File: src/rtl/maple_pkg.sv
// rtl/maple_pkg.sv - shared types and constants for the Maple frame receiver
package maple_pkg;

  typedef enum logic [2:0] {
    IDLE,
    START,
    DATA_A,
    DATA_B,
    END,
    ABORT
  } state_t;

  localparam logic [1:0] ERR_NONE = 2'd0;
  localparam logic [1:0] ERR_OVF  = 2'd1;
  localparam logic [1:0] ERR_TMO  = 2'd2;
  localparam logic [1:0] ERR_FRM  = 2'd3;

  localparam int START_PULSES   = 4;
  localparam int END_PULSES     = 2;
  localparam int ABORT_IDLE_CYC = 4;

  // Sticky first-error capture; a new error beats a simultaneous clear.
  function automatic logic [1:0] err_update(input logic [1:0] cur, input logic clr,
                                            input logic [1:0] code);
    if (code != ERR_NONE && (cur == ERR_NONE || clr)) return code;
    if (clr) return ERR_NONE;
    return cur;
  endfunction

endpackage

File: src/rtl/maple_frame_rx_if.sv
// rtl/maple_frame_rx_if.sv - received-byte stream between decoder and downstream FIFO
interface maple_frame_rx_if;
  logic [7:0] out_data;
  logic       out_valid;
  logic       out_ready;

  modport master(output out_data, output out_valid, input out_ready);
  modport slave(input out_data, input out_valid, output out_ready);
endinterface

File: src/rtl/maple_frame_rx_line_sync.sv
// rtl/maple_frame_rx_line_sync.sv - per-line synchronizer and edge detector (maple_line_sync)
// Flops reset to 1 so an idle-high bus produces no edge after reset release.
module maple_line_sync #(
  parameter int SYNC_STAGES = 2
) (
  input  logic clk,
  input  logic reset,
  input  logic i_line,
  output logic o_level,
  output logic o_rise,
  output logic o_fall
);

  logic [SYNC_STAGES-1:0] r_sync;
  logic                   r_prev;

  always_ff @(posedge clk or negedge reset) begin
    if (!reset) begin
      r_sync <= '1;
      r_prev <= 1'b1;
    end else begin
      r_sync <= {r_sync[SYNC_STAGES-2:0], i_line};
      r_prev <= r_sync[SYNC_STAGES-1];
    end
  end

  assign o_level = r_sync[SYNC_STAGES-1];
  assign o_rise  = o_level & ~r_prev;
  assign o_fall  = ~o_level & r_prev;

endmodule

File: src/rtl/maple_frame_rx.sv
// rtl/maple_frame_rx.sv - Maple bus SDCKA/SDCKB frame decoder with byte stream output
// Bits alternate: A falling samples B, then B falling samples A; MSB first.
module maple_frame_rx
  import maple_pkg::*;
#(
  parameter int SYNC_STAGES = 2,
  parameter int TIMEOUT_CYC = 4096
) (
  input  logic             clk,
  input  logic             reset,
  input  logic             sdcka_in,
  input  logic             sdckb_in,
  maple_frame_rx_if.master out_if,
  output logic             frame_start,
  output logic             frame_end,
  output logic [8:0]       byte_count,
  output logic [1:0]       err,
  input  logic             err_clr
);

  localparam int               TMO_W    = $clog2(TIMEOUT_CYC + 1);
  localparam logic [TMO_W-1:0] TMO_LAST = TMO_W'(TIMEOUT_CYC - 1);

  logic w_a_lvl, w_a_rise, w_a_fall;
  logic w_b_lvl, w_b_rise, w_b_fall;

  state_t           r_state, w_state_nxt;
  logic [2:0]       r_cnt, w_cnt_nxt;
  logic [2:0]       r_bit, w_bit_nxt;
  logic [7:0]       r_shift, w_shift_nxt;
  logic [TMO_W-1:0] r_tmo;
  logic [7:0]       r_data;
  logic             r_valid;
  logic             r_frame_start, r_frame_end;
  logic [8:0]       r_byte_count;
  logic [1:0]       r_err;

  logic       w_any_edge, w_tmo_hit, w_active;
  logic       w_do_shift, w_shift_in, w_byte_done;
  logic       w_fs, w_fe, w_load, w_ovf;
  logic [1:0] w_err_new, w_err_code;

  maple_line_sync #(.SYNC_STAGES(SYNC_STAGES)) u_sync_a (
    .clk(clk), .reset(reset), .i_line(sdcka_in),
    .o_level(w_a_lvl), .o_rise(w_a_rise), .o_fall(w_a_fall)
  );

  maple_line_sync #(.SYNC_STAGES(SYNC_STAGES)) u_sync_b (
    .clk(clk), .reset(reset), .i_line(sdckb_in),
    .o_level(w_b_lvl), .o_rise(w_b_rise), .o_fall(w_b_fall)
  );

  assign w_any_edge = w_a_rise | w_a_fall | w_b_rise | w_b_fall;
  assign w_tmo_hit  = !w_any_edge && (r_tmo == TMO_LAST);
  assign w_active   = (r_state != IDLE) && (r_state != ABORT);

  always_comb begin
    w_state_nxt = r_state;
    w_cnt_nxt   = r_cnt;
    w_bit_nxt   = r_bit;
    w_shift_nxt = r_shift;
    w_do_shift  = 1'b0;
    w_shift_in  = 1'b0;
    w_byte_done = 1'b0;
    w_fs        = 1'b0;
    w_fe        = 1'b0;
    w_err_new   = ERR_NONE;

    if (w_active && w_a_fall && w_b_fall) begin
      w_state_nxt = ABORT;
      w_cnt_nxt   = 3'd0;
      w_err_new   = ERR_FRM;
    end else if (w_active && w_tmo_hit) begin
      w_state_nxt = ABORT;
      w_cnt_nxt   = 3'd0;
      w_err_new   = ERR_TMO;
    end else begin
      case (r_state)
        IDLE: begin
          if (w_a_fall && w_b_lvl) begin
            w_state_nxt = START;
            w_cnt_nxt   = 3'd0;
          end
        end
        START: begin
          if (w_a_rise) begin
            if (r_cnt == 3'(START_PULSES)) begin
              w_state_nxt = DATA_A;
              w_bit_nxt   = 3'd0;
              w_fs        = 1'b1;
            end else begin
              w_state_nxt = ABORT;
              w_cnt_nxt   = 3'd0;
              w_err_new   = ERR_FRM;
            end
          end else if (w_b_fall && !w_a_lvl && r_cnt != 3'd7) begin
            w_cnt_nxt = r_cnt + 3'd1;
          end
        end
        DATA_A: begin
          if (w_a_fall) begin
            w_do_shift  = 1'b1;
            w_shift_in  = w_b_lvl;
            w_state_nxt = DATA_B;
          end else if (w_b_fall && w_a_lvl) begin
            w_cnt_nxt = 3'd0;
            if (r_bit == 3'd0) begin
              w_state_nxt = END;
            end else begin
              w_state_nxt = ABORT;
              w_err_new   = ERR_FRM;
            end
          end
        end
        DATA_B: begin
          if (w_b_fall) begin
            w_do_shift  = 1'b1;
            w_shift_in  = w_a_lvl;
            w_state_nxt = DATA_A;
          end
        end
        END: begin
          if (w_b_rise) begin
            w_cnt_nxt = 3'd0;
            if (r_cnt == 3'(END_PULSES)) begin
              w_state_nxt = IDLE;
              w_fe        = 1'b1;
            end else begin
              w_state_nxt = ABORT;
              w_err_new   = ERR_FRM;
            end
          end else if (w_a_rise && !w_b_lvl && r_cnt != 3'd7) begin
            w_cnt_nxt = r_cnt + 3'd1;
          end
        end
        ABORT: begin
          if (w_a_lvl && w_b_lvl) begin
            if (r_cnt == 3'(ABORT_IDLE_CYC - 1)) begin
              w_state_nxt = IDLE;
              w_cnt_nxt   = 3'd0;
            end else begin
              w_cnt_nxt = r_cnt + 3'd1;
            end
          end else begin
            w_cnt_nxt = 3'd0;
          end
        end
        default: w_state_nxt = IDLE;
      endcase
    end

    if (w_do_shift) begin
      w_shift_nxt = {r_shift[6:0], w_shift_in};
      w_bit_nxt   = r_bit + 3'd1;
      w_byte_done = (r_bit == 3'd7);
    end
  end

  // A completed byte lands only when the holding register is free or being drained.
  assign w_load     = w_byte_done && (!r_valid || out_if.out_ready);
  assign w_ovf      = w_byte_done && r_valid && !out_if.out_ready;
  assign w_err_code = (w_err_new != ERR_NONE) ? w_err_new : (w_ovf ? ERR_OVF : ERR_NONE);

  always_ff @(posedge clk or negedge reset) begin
    if (!reset) r_state <= IDLE;
    else        r_state <= w_state_nxt;
  end

  always_ff @(posedge clk or negedge reset) begin
    if (!reset) begin
      r_cnt         <= 3'd0;
      r_bit         <= 3'd0;
      r_shift       <= 8'd0;
      r_tmo         <= '0;
      r_data        <= 8'd0;
      r_valid       <= 1'b0;
      r_frame_start <= 1'b0;
      r_frame_end   <= 1'b0;
      r_byte_count  <= 9'd0;
      r_err         <= ERR_NONE;
    end else begin
      r_cnt         <= w_cnt_nxt;
      r_bit         <= w_bit_nxt;
      r_shift       <= w_shift_nxt;
      r_frame_start <= w_fs;
      r_frame_end   <= w_fe;
      r_err         <= err_update(r_err, err_clr, w_err_code);

      if (w_any_edge)             r_tmo <= '0;
      else if (r_tmo != TMO_LAST) r_tmo <= r_tmo + 1'b1;

      if (w_load) begin
        r_data  <= w_shift_nxt;
        r_valid <= 1'b1;
      end else if (r_valid && out_if.out_ready) begin
        r_valid <= 1'b0;
      end

      if (w_fs)                                    r_byte_count <= 9'd0;
      else if (w_byte_done && r_byte_count != 9'd511) r_byte_count <= r_byte_count + 9'd1;
    end
  end

  assign out_if.out_data  = r_data;
  assign out_if.out_valid = r_valid;
  assign frame_start      = r_frame_start;
  assign frame_end        = r_frame_end;
  assign byte_count       = r_byte_count;
  assign err              = r_err;

endmodule

File: src/flat_wrapper.sv
// flat-port wrapper written by rule: the top's interface ports become plain ports
module maple_frame_rx_flat import maple_pkg::*;
#(
  parameter int SYNC_STAGES = 2,
  parameter int TIMEOUT_CYC = 4096
)
  (clk, reset, sdcka_in, sdckb_in, frame_start, frame_end, byte_count, err, err_clr, out_if_out_data, out_if_out_valid, out_if_out_ready);
  maple_frame_rx_if out_if_i ();
  input  logic clk;
  input  logic reset;
  input  logic sdcka_in;
  input  logic sdckb_in;
  output logic frame_start;
  output logic frame_end;
  output logic [8:0] byte_count;
  output logic [1:0] err;
  input  logic err_clr;
  output wire logic [$bits(out_if_i.out_data)-1:0] out_if_out_data;
  output wire logic [$bits(out_if_i.out_valid)-1:0] out_if_out_valid;
  input wire logic [$bits(out_if_i.out_ready)-1:0] out_if_out_ready;
  assign out_if_out_data = out_if_i.out_data;
  assign out_if_out_valid = out_if_i.out_valid;
  assign out_if_i.out_ready = out_if_out_ready;
  maple_frame_rx #(.SYNC_STAGES(SYNC_STAGES), .TIMEOUT_CYC(TIMEOUT_CYC)) u_core (.clk(clk), .reset(reset), .sdcka_in(sdcka_in), .sdckb_in(sdckb_in), .out_if(out_if_i), .frame_start(frame_start), .frame_end(frame_end), .byte_count(byte_count), .err(err), .err_clr(err_clr));
endmodule
File: config.mk
export PLATFORM = sky130hd
export DESIGN_NAME = maple_frame_rx_flat
export DESIGN_NICKNAME = d
export VERILOG_FILES = /design/src/rtl/maple_pkg.sv /design/src/rtl/maple_frame_rx_if.sv /design/src/rtl/maple_frame_rx_line_sync.sv /design/src/rtl/maple_frame_rx.sv /design/src/flat_wrapper.sv
export SDC_FILE = /design/constraint.sdc
export NUM_CORES = 1
export LEC_CHECK = 0
export CAP_MARGIN = 30
export CELL_PAD_IN_SITES_DETAIL_PLACEMENT = 2
export CELL_PAD_IN_SITES_GLOBAL_PLACEMENT = 2
export CORE_ASPECT_RATIO = 0.7
export CORE_MARGIN = 2
export CORE_UTILIZATION = 37
export DETAILED_ROUTE_END_ITERATION = 6
export PLACE_DENSITY = 0.88
export SYNTH_ARGS = -nofsm -noshare
export SYNTH_HDL_FRONTEND = slang
export SYNTH_SLANG_ARGS = --single-unit
File: constraint.sdc
create_clock -name clk -period 2.9 [get_ports clk]
set_input_delay 0.58 -clock clk [delete_from_list [all_inputs] [get_ports clk]]
set_output_delay 0.58 -clock clk [all_outputs]
set_load 0.005 [all_outputs]
==> impl_results.md <==
- Post-synthesis sequential area ratio: 46.2%
- Global-route wire length before repair: 15900 um
- Initial antenna violation count: 0
- Starting Density: 37.7%
- CORE AREA: 8370 um^2
- Post-route antenna net violation count: 0
- GPL Wtd Cong: a little under 0.8
- Setup Total Neg Slack: 0 ns
- Critical Path End Type: flop
- Post-synth top cells: dfrtp_1 (52), nand2_1 (27), o21ai_0 (21)
- Via count: roughly 2.6k
- Synth top area share: 41.2%
- Inserted Diodes: 0
- Count leader, synth: dfrtp_1
- Max-cap violations: 0
- Worst-case clock buffer depth: 2
- Status: finished clean
- Setup violations, final: 0
- Clk slew on worst S/H paths: 0.05 ns
- Layout cell share with drive strength beyond 1: roughly 15%
- Post-synthesis register bit count: between 50 and 60
- Port buffer count: 27
- Rows: 28
- Total gr overflow: 0
- Post-synth EDFFs: 0
- CTS buffer count: 9
- H-tree depth: 3
- Switching power: 0.000772 W
- Crit path DAT: about 2.9 ns
- Warnings, synthesis: 0
- Area Overhead vs Synth: 23.1%
- Worst r2r src: u_core.r_tmo[0]
- Clk_lat worst skew: 0.33 ns
- Die height: just over 80 um
- Syn_nets: 325
- DP Worst Slack: -0.00543 ns
- Final Cell Area: 3890 um^2
- P_leak: 1.65 nW
- Setup CP Type: reg2reg
- Sink Count: 58
- Fill cells: 877
- RSZ-0062 raised after global routing: no
- Top FF cell, synth: dfrtp_1
- Post-Syn Area: 3160 um^2
- Root Buffer Master: clkbuf_16
- Largest net degree at the start of global routing: 28
- Comb pwr share: approximately 22%
- Reg2reg path depth: 5
- Final worst setup slack: 0.185 ns
- Residual DRC count: 0
- Critical R2R Capture: u_core.out_if.out_data[0]
- Vias per cell: 5.71
- Worst Path Max Fanout: 10
- DR WL/cell: around 22 um
- Total GRT Usage: 22.9%
- Internal cell power: 0.00178 W
- Final WL: 9780 um
- Clock Skews: 0.00688 ns
- Clock share of power: 41.0%
- Worst EP required: 3.11 ns
- Post-Syn Instances: about 310
- Dpl hpwl: 6820 um
- R2R Setup Slk: 0.19 ns
- Drt initial violations: ~110
- Post-synthesis cell type count: 63
- Hold slack: 0.184 ns
- Worst vdd rail ir drop: roughly 260 uV
- Seq pwr share: 37.3%
- Syn avg cell area: 10.4 um^2
- Horiz. Die Dim: 114 um
- Layout Nets: approximately 360
- Pwr dens: 656 nW/um^2
- Post-synth top area cell: dfrtp_1
- Period minus WS final: approximately 2.7 ns
- Synth top area cells: dfrtp_1 (41%), ha_1 (5.5%), dfstp_2 (5.0%)
- Worst-Margin Slew: 0.793 ns
- IO Count: 28
- Vias in the first global route: about 2.8k
- Hold/Removal Path Class: in2async
- Die area: 9300 um^2
- Switching share of power: 30.3%
- TritonCTS clock tree: done
- Placed cell areas: between 3000 and 4000 um^2
- Final hold violation count: 0
- CP startpoint kind: flop
- FMAX: around 0.37 GHz
- Final Cycle Share: roughly 94%
- First-pass DRT Iterations: 4
- Rel. slew slack: 47.0%
- Async SR Flop Fraction: 100%
- Slew Limit Fails: 0
- Post-CTS Setup Bufs: 0
-- final cells by class --
| class | instances | area, um^2 | share of cell area [%] |
|---|---|---|---|
| clock buffer | 13 | 250 | 6.44 |
| clock inverter | 3 | 40.0 | 1.03 |
| inverter | 14 | 52.6 | 1.35 |
| multi-input combinational | 220 | 1590 | 41.0 |
| sequential | 58 | 1460 | 37.5 |
| tap | 105 | 131 | 3.38 |
| timing repair buffer | 40 | 363 | 9.33 |
-- logic make-up after synthesis --
kind of cell / synth area share (%)
AOI/OAI and AO/OA: 16.6
DFF: 46.2
and+or+nand+nor: 18.0
muxes: 7.92
buffers and inverters: 3.76
xor gates and xnor gates: 1.94
adders and majority gates: 5.55
-- worst max-delay path, stage by stage, from the launching register on --
cell	delay (ns)
dfrtp_1	0.41
ha_1	0.28
nand3_1	0.16
or4_4	0.60
o311ai_2	0.73
mux2_2	0.42
-- routing by layer --
| metal | wire length [um] | global-route usage [%] |
|---|---|---|
| met5 | 0 | 0 |
| met4 | 134 | 6.34 |
| met3 | 347 | 6.12 |
| met2 | 4780 | 37.7 |
| met1 | 4510 | 29.9 |
-- cells in the final DEF (no fill, tap or decap), types with 5 or more instances in the layout --
master	count
a31oi_1	5
buf_4	13
clkbuf_16	9
clkdlybuf4s50_1	26
dfrtp_1	52
dfstp_2	6
ha_1	14
inv_1	14
mux2_4	5
mux2i_1	13
nand2_1	27
nand2b_1	10
nand3_1	12
nor2_1	16
nor2b_1	7
nor3_1	5
o21ai_0	21
o31ai_1	5
xnor2_1	6
-- state kept, by name, indices dropped and copies added (netlist names) --
signal and flops:
u_core.r_shift 8, u_core.out_if.out_valid 1, u_core.u_sync_a.r_sync 2, u_core.u_sync_b.r_sync 2
u_core.r_bit 3, u_core.byte_count 9, u_core.r_state 3, u_core.r_cnt 3
u_core.u_sync_b.r_prev 1, u_core.out_if.out_data 8, u_core.r_tmo 13, u_core.err 2
u_core.frame_start 1, u_core.u_sync_a.r_prev 1, u_core.frame_end 1
-- power by group through the flow --
stage | registers, W | logic, W | clock network, W
after floorplan | 0.000911 | 0.000394 | 0
after global placement | 0.000952 | 0.000504 | 0
after detailed placement | 0.000961 | 0.000540 | 0
after CTS | 0.000949 | 0.000560 | 0.00107
after global routing | 0.000963 | 0.000613 | 0.00111
final | 0.000952 | 0.000555 | 0.00105
-- metrics by stage --
stage / total power [W] / cells / util, %
after floorplan: 0.00130 / 305 / -
after global placement: 0.00146 / 437 / 42.9
after detailed placement: 0.00150 / 437 / 42.9
after CTS: 0.00258 / 453 / 46.4
after global routing: 0.00268 / 453 / 46.4
final: 0.00255 / 453 / 46.4
-- what timing repair did --
action                     in CTS  in global routing
setup endpoints to repair       1                  3
hold buffers                    0                  0
gates resized for setup         1                  2
pin swaps                       0                  0
-- worst max-delay path by stage --
stage / from / end / slack (ns) / cells after the start
final: u_core.r_tmo[0] / u_core.out_if.out_data[0] / 0.19 / 5
after global placement: u_core.r_state[0] / u_core.byte_count[5] / 0.28 / 5
after global routing: u_core.r_tmo[1] / u_core.out_if.out_data[3] / 0.04 / 7
after floorplan: u_core.r_tmo[0] / u_core.r_shift[1] / 0.53 / 8
after detailed placement: u_core.r_state[0] / u_core.byte_count[5] / -0.005 / 5
after CTS: u_core.u_sync_a.r_prev / u_core.out_if.out_data[3] / 0.14 / 7
(Power assumes the default switching activity.)
